File: src/rtl/i2c_arbiter_n.sv
// i2c_arbiter_n: N-master arbiter for the shared I2C bus, fixed-priority
// or round-robin, with ownership held until the owner drops its request.
// Ports: clk, reset (async, active-high), req[N_MASTERS], grant[N_MASTERS],
//        master_sel[SEL_W] (0 = idle, i+1 = master i), busy, timeout.
// Optional macro I2C_ARB_TIMEOUT_EN adds a grant-length watchdog that
// revokes and masks an owner after TIMEOUT_CYCLES cycles; else timeout = 0.
module i2c_arbiter_n #(
    parameter int N_MASTERS      = 4,
    parameter int SEL_W          = 3,
    parameter int RR_MODE        = 0,
    parameter int TIMEOUT_CYCLES = 65535
) (
    input  logic                 clk,
    input  logic                 reset,
    input  logic [N_MASTERS-1:0] req,
    output logic [N_MASTERS-1:0] grant,
    output logic [SEL_W-1:0]     master_sel,
    output logic                 busy,
    output logic                 timeout
);

    localparam int IDX_W = (N_MASTERS > 1) ? $clog2(N_MASTERS) : 1;

    if ((1 << SEL_W) <= N_MASTERS) begin : g_bad_sel
        $error("SEL_W too narrow for N_MASTERS");
    end
    if (TIMEOUT_CYCLES < 1 || TIMEOUT_CYCLES > 65536) begin : g_bad_tmo
        $error("TIMEOUT_CYCLES must fit a 16-bit counter");
    end

    typedef enum logic {
        S_IDLE,
        S_OWN
    } state_t;

    state_t               state;
    logic [IDX_W-1:0]     owner;
    logic [IDX_W-1:0]     rr_ptr;
    logic [N_MASTERS-1:0] elig;
    logic                 found;
    logic [IDX_W-1:0]     winner;
    logic [IDX_W-1:0]     scan_idx;

`ifdef I2C_ARB_TIMEOUT_EN
    localparam logic [15:0] LIMIT = 16'(TIMEOUT_CYCLES - 1);

    logic [15:0]          wd_cnt;
    logic [N_MASTERS-1:0] mask;

    // A revoked master stays ineligible until it lets go of req.
    assign elig = req & ~mask;
`else
    assign elig    = req;
    assign timeout = 1'b0;
`endif

    // Scan order: index 0 upward, or starting just after the last winner.
    always_comb begin
        found    = 1'b0;
        winner   = '0;
        scan_idx = '0;
        for (int k = 0; k < N_MASTERS; k++) begin
            if (RR_MODE != 0) begin
                scan_idx = IDX_W'((int'(rr_ptr) + 1 + k) % N_MASTERS);
            end else begin
                scan_idx = IDX_W'(k);
            end
            if (!found && elig[scan_idx]) begin
                found  = 1'b1;
                winner = scan_idx;
            end
        end
    end

    always_ff @(posedge clk or posedge reset) begin
        if (reset) begin
            state      <= S_IDLE;
            owner      <= '0;
            rr_ptr     <= IDX_W'(N_MASTERS - 1);
            grant      <= '0;
            master_sel <= '0;
            busy       <= 1'b0;
`ifdef I2C_ARB_TIMEOUT_EN
            wd_cnt     <= '0;
            mask       <= '0;
            timeout    <= 1'b0;
`endif
        end else begin
`ifdef I2C_ARB_TIMEOUT_EN
            timeout <= 1'b0;
            mask    <= mask & req;
`endif
            unique case (state)
                S_IDLE: begin
                    if (found) begin
                        state      <= S_OWN;
                        owner      <= winner;
                        rr_ptr     <= winner;
                        grant      <= N_MASTERS'(1) << winner;
                        master_sel <= SEL_W'(winner) + SEL_W'(1);
                        busy       <= 1'b1;
`ifdef I2C_ARB_TIMEOUT_EN
                        wd_cnt     <= '0;
`endif
                    end
                end
                S_OWN: begin
                    // Release returns to idle; the next grant needs
                    // another edge, which gives the turnaround cycle.
                    if (int'(owner) >= N_MASTERS || !req[owner]) begin
                        state      <= S_IDLE;
                        grant      <= '0;
                        master_sel <= '0;
                        busy       <= 1'b0;
`ifdef I2C_ARB_TIMEOUT_EN
                    end else if (wd_cnt == LIMIT) begin
                        state       <= S_IDLE;
                        grant       <= '0;
                        master_sel  <= '0;
                        busy        <= 1'b0;
                        timeout     <= 1'b1;
                        mask[owner] <= 1'b1;
                    end else begin
                        wd_cnt <= wd_cnt + 16'd1;
`endif
                    end
                end
                default: begin
                    state      <= S_IDLE;
                    grant      <= '0;
                    master_sel <= '0;
                    busy       <= 1'b0;
                end
            endcase
        end
    end

endmodule

File: config.mk
export PLATFORM = sky130hd
export DESIGN_NAME = i2c_arbiter_n
export DESIGN_NICKNAME = d
export VERILOG_FILES = /design/src/rtl/i2c_arbiter_n.sv
export SDC_FILE = /design/constraint.sdc
export NUM_CORES = 1
export LEC_CHECK = 0
export CORE_MARGIN = 10
export CORE_UTILIZATION = 35
export CTS_CLUSTER_SIZE = 40
export DETAILED_ROUTE_END_ITERATION = 7
export GPL_ROUTABILITY_DRIVEN = 0
export GPL_TIMING_DRIVEN = 0
export MAX_ROUTING_LAYER = met4
export SLEW_MARGIN = 10
export SYNTH_ARGS = -nofsm -noshare
export SYNTH_HDL_FRONTEND = slang
export SYNTH_SLANG_ARGS = --single-unit
File: constraint.sdc
create_clock -name clk -period 1.65 [get_ports clk]
set_clock_uncertainty 0.2 [all_clocks]
set_input_delay 0.33 -clock clk [delete_from_list [all_inputs] [get_ports clk]]
set_output_delay 0.33 -clock clk [all_outputs]
set_load 0.01 [all_outputs]
==> results of run 1 <==
==> registers in the layout, summed over array words and instances, names as in the netlist <==
name / count
master_sel: 2
grant: 4
busy: 1
state: 1
owner: 2
==> placed cells by master (no fill, tap or decap), types with 2 or more instances in the layout <==
cell / count
dlygate4sd2_1: 11
dfrtp_1: 10
o21ai_0: 7
buf_4: 5
inv_1: 4
nand3_1: 4
ha_1: 4
mux2i_1: 3
clkbuf_4: 3
nor2b_1: 2
a22o_1: 2
==> synth_stat cells <==
cell and n:
nor4_4 1, a21o_2 1, mux4_2 1, nor2_2 1
mux2_1 1, nand3_1 4, o21bai_1 1, dfrtp_1 10
nor2_1 1, mux2i_1 3, buf_4 2, a22o_1 2
o21ai_0 8, o31ai_1 1, clkbuf_1 1, ha_1 4
inv_1 4, conb_1 1, nor2b_1 2, mux2_4 1
==> power by group through the flow <==
| stage | registers, mW | logic (mW) | clock network [mW] |
|---|---|---|---|
| finish | 0.406 | 0.398 | 0.160 |
| global route | 0.419 | 0.441 | 0.179 |
| CTS | 0.408 | 0.404 | 0.167 |
| detailed placement | 0.414 | 0.425 | 0 |
| global placement | 0.412 | 0.420 | 0 |
| floorplan | 0.430 | 0.213 | 0 |
==> cells by family (layout without fill, tap and decap cells) <==
kind of cell    after synthesis  count (layout)  share of synthesized area
compound gates               13              13                      0.145
fa+ha+maj                     4               4                     0.0891
buf+inv                       7              26                     0.0601
flops                        10              10                      0.445
mux                           6               6                      0.140
other cells                   1               1                    0.00668
simple gates                  9               9                      0.114
==> final cells by class <==
cell class | count | area [um^2]
buffer | 3 | 18.8
clock buffer | 3 | 22.5
fill | 156 | 749
inverter | 4 | 15.0
multi-input combinational | 33 | 282
sequential | 10 | 250
tap | 16 | 20.0
timing repair buffer | 16 | 149
==> per-stage QoR <==
| step | hold slack [ns] | TNS (ns) | instance area (um^2) | utilization | worst slack, ns |
|---|---|---|---|---|---|
| after floorplan | -0.0298 | -0.0208 | 562 | - | -0.0104 |
| after global placement | 0.291 | -4.41 | 712 | 0.473 | -0.561 |
| after detailed placement | 0.289 | -4.59 | 712 | 0.473 | -0.571 |
| after CTS | 0.146 | -0.0123 | 754 | 0.501 | -0.00725 |
| after global routing | 0.176 | -0.208 | 757 | 0.502 | -0.0811 |
| final | 0.137 | 0 | 757 | 0.502 | 0.00268 |
==> worst max path at each step <==
| stage | start | end | slack (ns) | cells after the start |
|---|---|---|---|---|
| finish | owner[0] | grant[3] | 0.003 | 3 |
| global route | owner[0] | grant[3] | -0.08 | 3 |
| CTS | owner[0] | grant[3] | -0.007 | 3 |
| detailed placement | req[2] | owner[0] | -0.57 | 4 |
| global placement | req[2] | grant[3] | -0.56 | 4 |
| floorplan | owner[0] | grant[3] | -0.01 | 3 |
==> worst max-delay path: stages, from the launching register on <==
cell	delay [ns]
dfrtp_1	0.35
mux4_2	0.51
mux2_4	0.28
a22o_1	0.19
==> per-layer routing <==
metal	share of wire	track usage	routed length [um]
met1	0.45	0.0753	525
met5	0	-	0
met2	0.43	0.112	509
met3	0.12	0.0530	140
met4	0	0.0192	0
==> what timing repair did <==
item,in CTS,in global routing
buffers inserted,3,0
hold endpoints to repair,0,0
endpoints found under the setup margin,18,6
pin swaps,1,0
gates resized for setup,12,3
==> metrics, run 1 <==
n_diodes 0; Die Area 3610 um^2; logic gate share of total power 0.413; CTS root buf clkbuf_4; Clock Path Buffers 2; P_int 623 uW; Synth top area share 0.445; Critical Path RT 1.60 ns; Mapped Avg Cell Area 11.2 um^2; TritonCTS Sinks 10; worst reg2reg path depth 3; # hold bufs at CTS 0; clock share of power 0.166; register area share after synthesis 0.445; Peak Freq 0.607 GHz; DP HPWL 894 um; worst IR drop on VDD 0.573 mV; core area 1510 um^2; Die X 60.1 um; CTS clock-pin slew for the worst setup and hold paths 0.06 ns; #FFs+latches synth 10; Post-Syn Nets 60; crit path max fanout 2; RSZ-0062 raised after global routing yes; min Tclk post-route 1.65 ns; Inst Count DP 79; routed wire length 1.18 mm; Syn Inst Count 50; Final Hold Fails 0; htree depth 1; max-cap violation count 0; DRT iter0 DRCs 3; Vias 435; CP startpoint kind flop; largest net degree at the start of global routing 11; via/cell ratio 5.12; Hold WC Path Type input pin to async pin; Seq pwr share 0.421; DRC 0; grt ovf 0; Yosys warning total 0; Final ANT Viol Nets 0; RR Endpoint grant[3]; total power after layout 963 uW; Rows 14; largest area contributor in the netlist dfrtp_1; FF-to-FF setup slack 0.003 ns; synthesis-to-layout area growth 34.7%; IO Count 15; fin cells 85; worst r2r src owner[0]; chip height 60.1 um; Crit. End Element flop; largest cells by area after synthesis dfrtp_1 (45%), ha_1 (8.9%), o21ai_0 (7.1%), mux2i_1 (5.3%), mux4_2 (4.0%); fin nets 81; Net Sw Frac 0.353; Leakage 0.376 nW; layout cell share with drive strength beyond 1 0.217; detailed-router iteration count before antenna repair 4; Port Buf Inserts 13; Post-Syn Area 562 um^2; Global Route Usage Sum 0.0739; Worst-Skew Late Latency 0.26 ns; number of global-route vias before repair 438; Num CTS Buffers 3; sw power 340 uW; drt wl/cell 13.8 um; library cells used by synthesis 20; antenna violations before repair 0; WS Path Type flop to flop; Pwr Density 1270 nW/um^2; Critical Path AT 1.59 ns; Final Cycle Share 0.998; first-pass GRT wire length 1.95 mm; status finished, final reports clean; CTS tree built; Initial Utilization 0.373; Final Slew Violations 0; setup violators final 0
Note: power is estimated with default switching activity, not from simulation.
==> run 2: changes to the inputs <==
Clock period 1.65 ns to 1.8 ns, I/O delays scaled along.
==> run 2 against run 1 <==
Compared with the run above: hold slack improved by 0.023 ns; critical path type is now flop to output port; first-iteration DRC count decreased by 33%; largest power group is now combinational cells; total power increased by 0.22%; largest cell class unchanged; critical path depth decreased by 2; setup slack improved by 0.049 ns; critical endpoint is now grant[2].
==> metrics, run 2 (synthesis gave the netlist of run 1 again) <==
chip height 60.1 um; Top reg by flops grant; max reg flops 4; synthesis-to-layout area growth 36.5%; Pwr Density 1260 nW/um^2; Vias 428; Port Buf Inserts 13; Initial Utilization 0.373; fin nets 81; crit path max fanout 3; # hold bufs at CTS 0; via/cell ratio 4.98; DP HPWL 890 um; TritonCTS Sinks 10; Rows 14; most common cell after layout, fill and taps aside dfrtp_1; Worst-Skew Late Latency 0.26 ns; core area 1510 um^2; routed wire length 1.15 mm; CP peak stage delay 0.55 ns; Clock Path Buffers 2; DRC 0; grt ovf 0; highest-count cells in the layout ignoring fill and taps dfrtp_1 (10), o21ai_0 (8), clkdlybuf4s50_1 (7); Global Route Usage Sum 0.0686; layout cell share with drive strength beyond 1 0.200; number of global-route vias before repair 414; max-cap violation count 0; total power after layout 965 uW; Critical Path RT 1.24 ns; n_diodes 0; Inst Count DP 79; Hold WC Path Type input pin to async pin; Critical Path AT 1.19 ns; CTS root buf clkbuf_4; IO Count 15; worst reg2reg path depth 3; instance count on the critical path 1; antenna violations before repair 0; crit path cell chain clkdlybuf4s50_1; Final Cycle Share 0.971; cell area after placement 712 um^2; CTS tree built; largest net degree at the start of global routing 11; Die X 60.1 um; Num CTS Buffers 3; fin area 767 um^2; CP startpoint kind flop; DRT iter0 DRCs 2; FF-to-FF setup slack 0.16 ns; CP max stage cell clkdlybuf4s50_1; detailed-router iteration count before antenna repair 2; cell family with most CP delay buffers and inverters; Buf/Inv on CP 1; status finished, final reports clean; Peak Freq 0.572 GHz; WS Path Type flop to output port; worst IR drop on VDD 0.591 mV; RSZ-0062 raised after global routing no; Crit. End Element output port; Setup Total Neg Slack 0 ns; htree depth 1; Fillers 139; Final Hold Fails 0; drt wl/cell 13.3 um; first-pass GRT wire length 1.82 mm; Final ANT Viol Nets 0; setup violators final 0; Final Slew Violations 0; fin cells 86; Die Area 3610 um^2; Hold Slack 0.160 ns; CTS clock-pin slew for the worst setup and hold paths 0.06 ns; Top Registers grant (4), master_sel (2), owner (2); min Tclk post-route 1.75 ns; Leakage 0.380 nW
[run 2: changes by cell type in the layout (fill, tap and decap cells not counted)]
cell / change
o21ai_0: +1
o21ai_1: -1
clkdlybuf4s50_1: +6
dlygate4sd2_1: -6
o21bai_2: -1
o21bai_1: +1
dlymetal6s2s_1: +1
buf_12: -1
clkbuf_8: +1
[run 2: final cells by class]
class | count | area [um^2] | area share
Multi-Input combinational cell | 33 | 278 | 0.362
Sequential cell | 10 | 250 | 0.326
Clock buffer | 4 | 36.3 | 0.0473
Buffer | 3 | 18.8 | 0.0245
Tap cell | 16 | 20.0 | 0.0261
Inverter | 4 | 15.0 | 0.0196
Timing Repair Buffer | 16 | 149 | 0.194
[run 2: worst paths after layout]
check	start	to
setup reg to reg	owner[0]	grant[3]
min in group clk	master_sel[1]	master_sel[1]
max in group asynchronous	reset	master_sel[0]
setup / recovery	grant[2]	grant[2]
hold reg to reg	master_sel[1]	master_sel[1]
hold / removal	reset	grant[3]
[run 2: routing by layer]
| metal | wire, um | GRT usage | vias up | part of all wire |
|---|---|---|---|---|
| li1 | - | - | 215 | - |
| met1 | 492 | 0.0729 | 198 | 0.43 |
| met2 | 519 | 0.107 | 15 | 0.45 |
| met3 | 132 | 0.0445 | 0 | 0.12 |
| met4 | 0 | 0.00962 | 0 | 0 |
| met5 | 0 | - | - | 0 |
[run 2: report_power, final]
group	internal, mW	switching (mW)	total (mW)
logic	0.220	0.173	0.393
clock network	0.123	0.0760	0.199
registers	0.308	0.0657	0.373
total	0.651	0.315	0.965
[run 2: timing repair]
action / 4_1_cts / 5_1_grt
cloned: 0 / 0
endpoints found under the hold margin: 0 / 0
endpoints found under the setup margin: 7 / 1
resized for setup: 5 / 1
pin swaps: 1 / 0
buffers inserted: 3 / 0
[run 2: metrics by stage]
step                       util  setup slack (ns)
after CTS                 0.507            0.0361
after global placement    0.473            -0.441
final                     0.509            0.0515
after detailed placement  0.473            -0.438
after floorplan               -             0.140
after global routing      0.509           0.00682
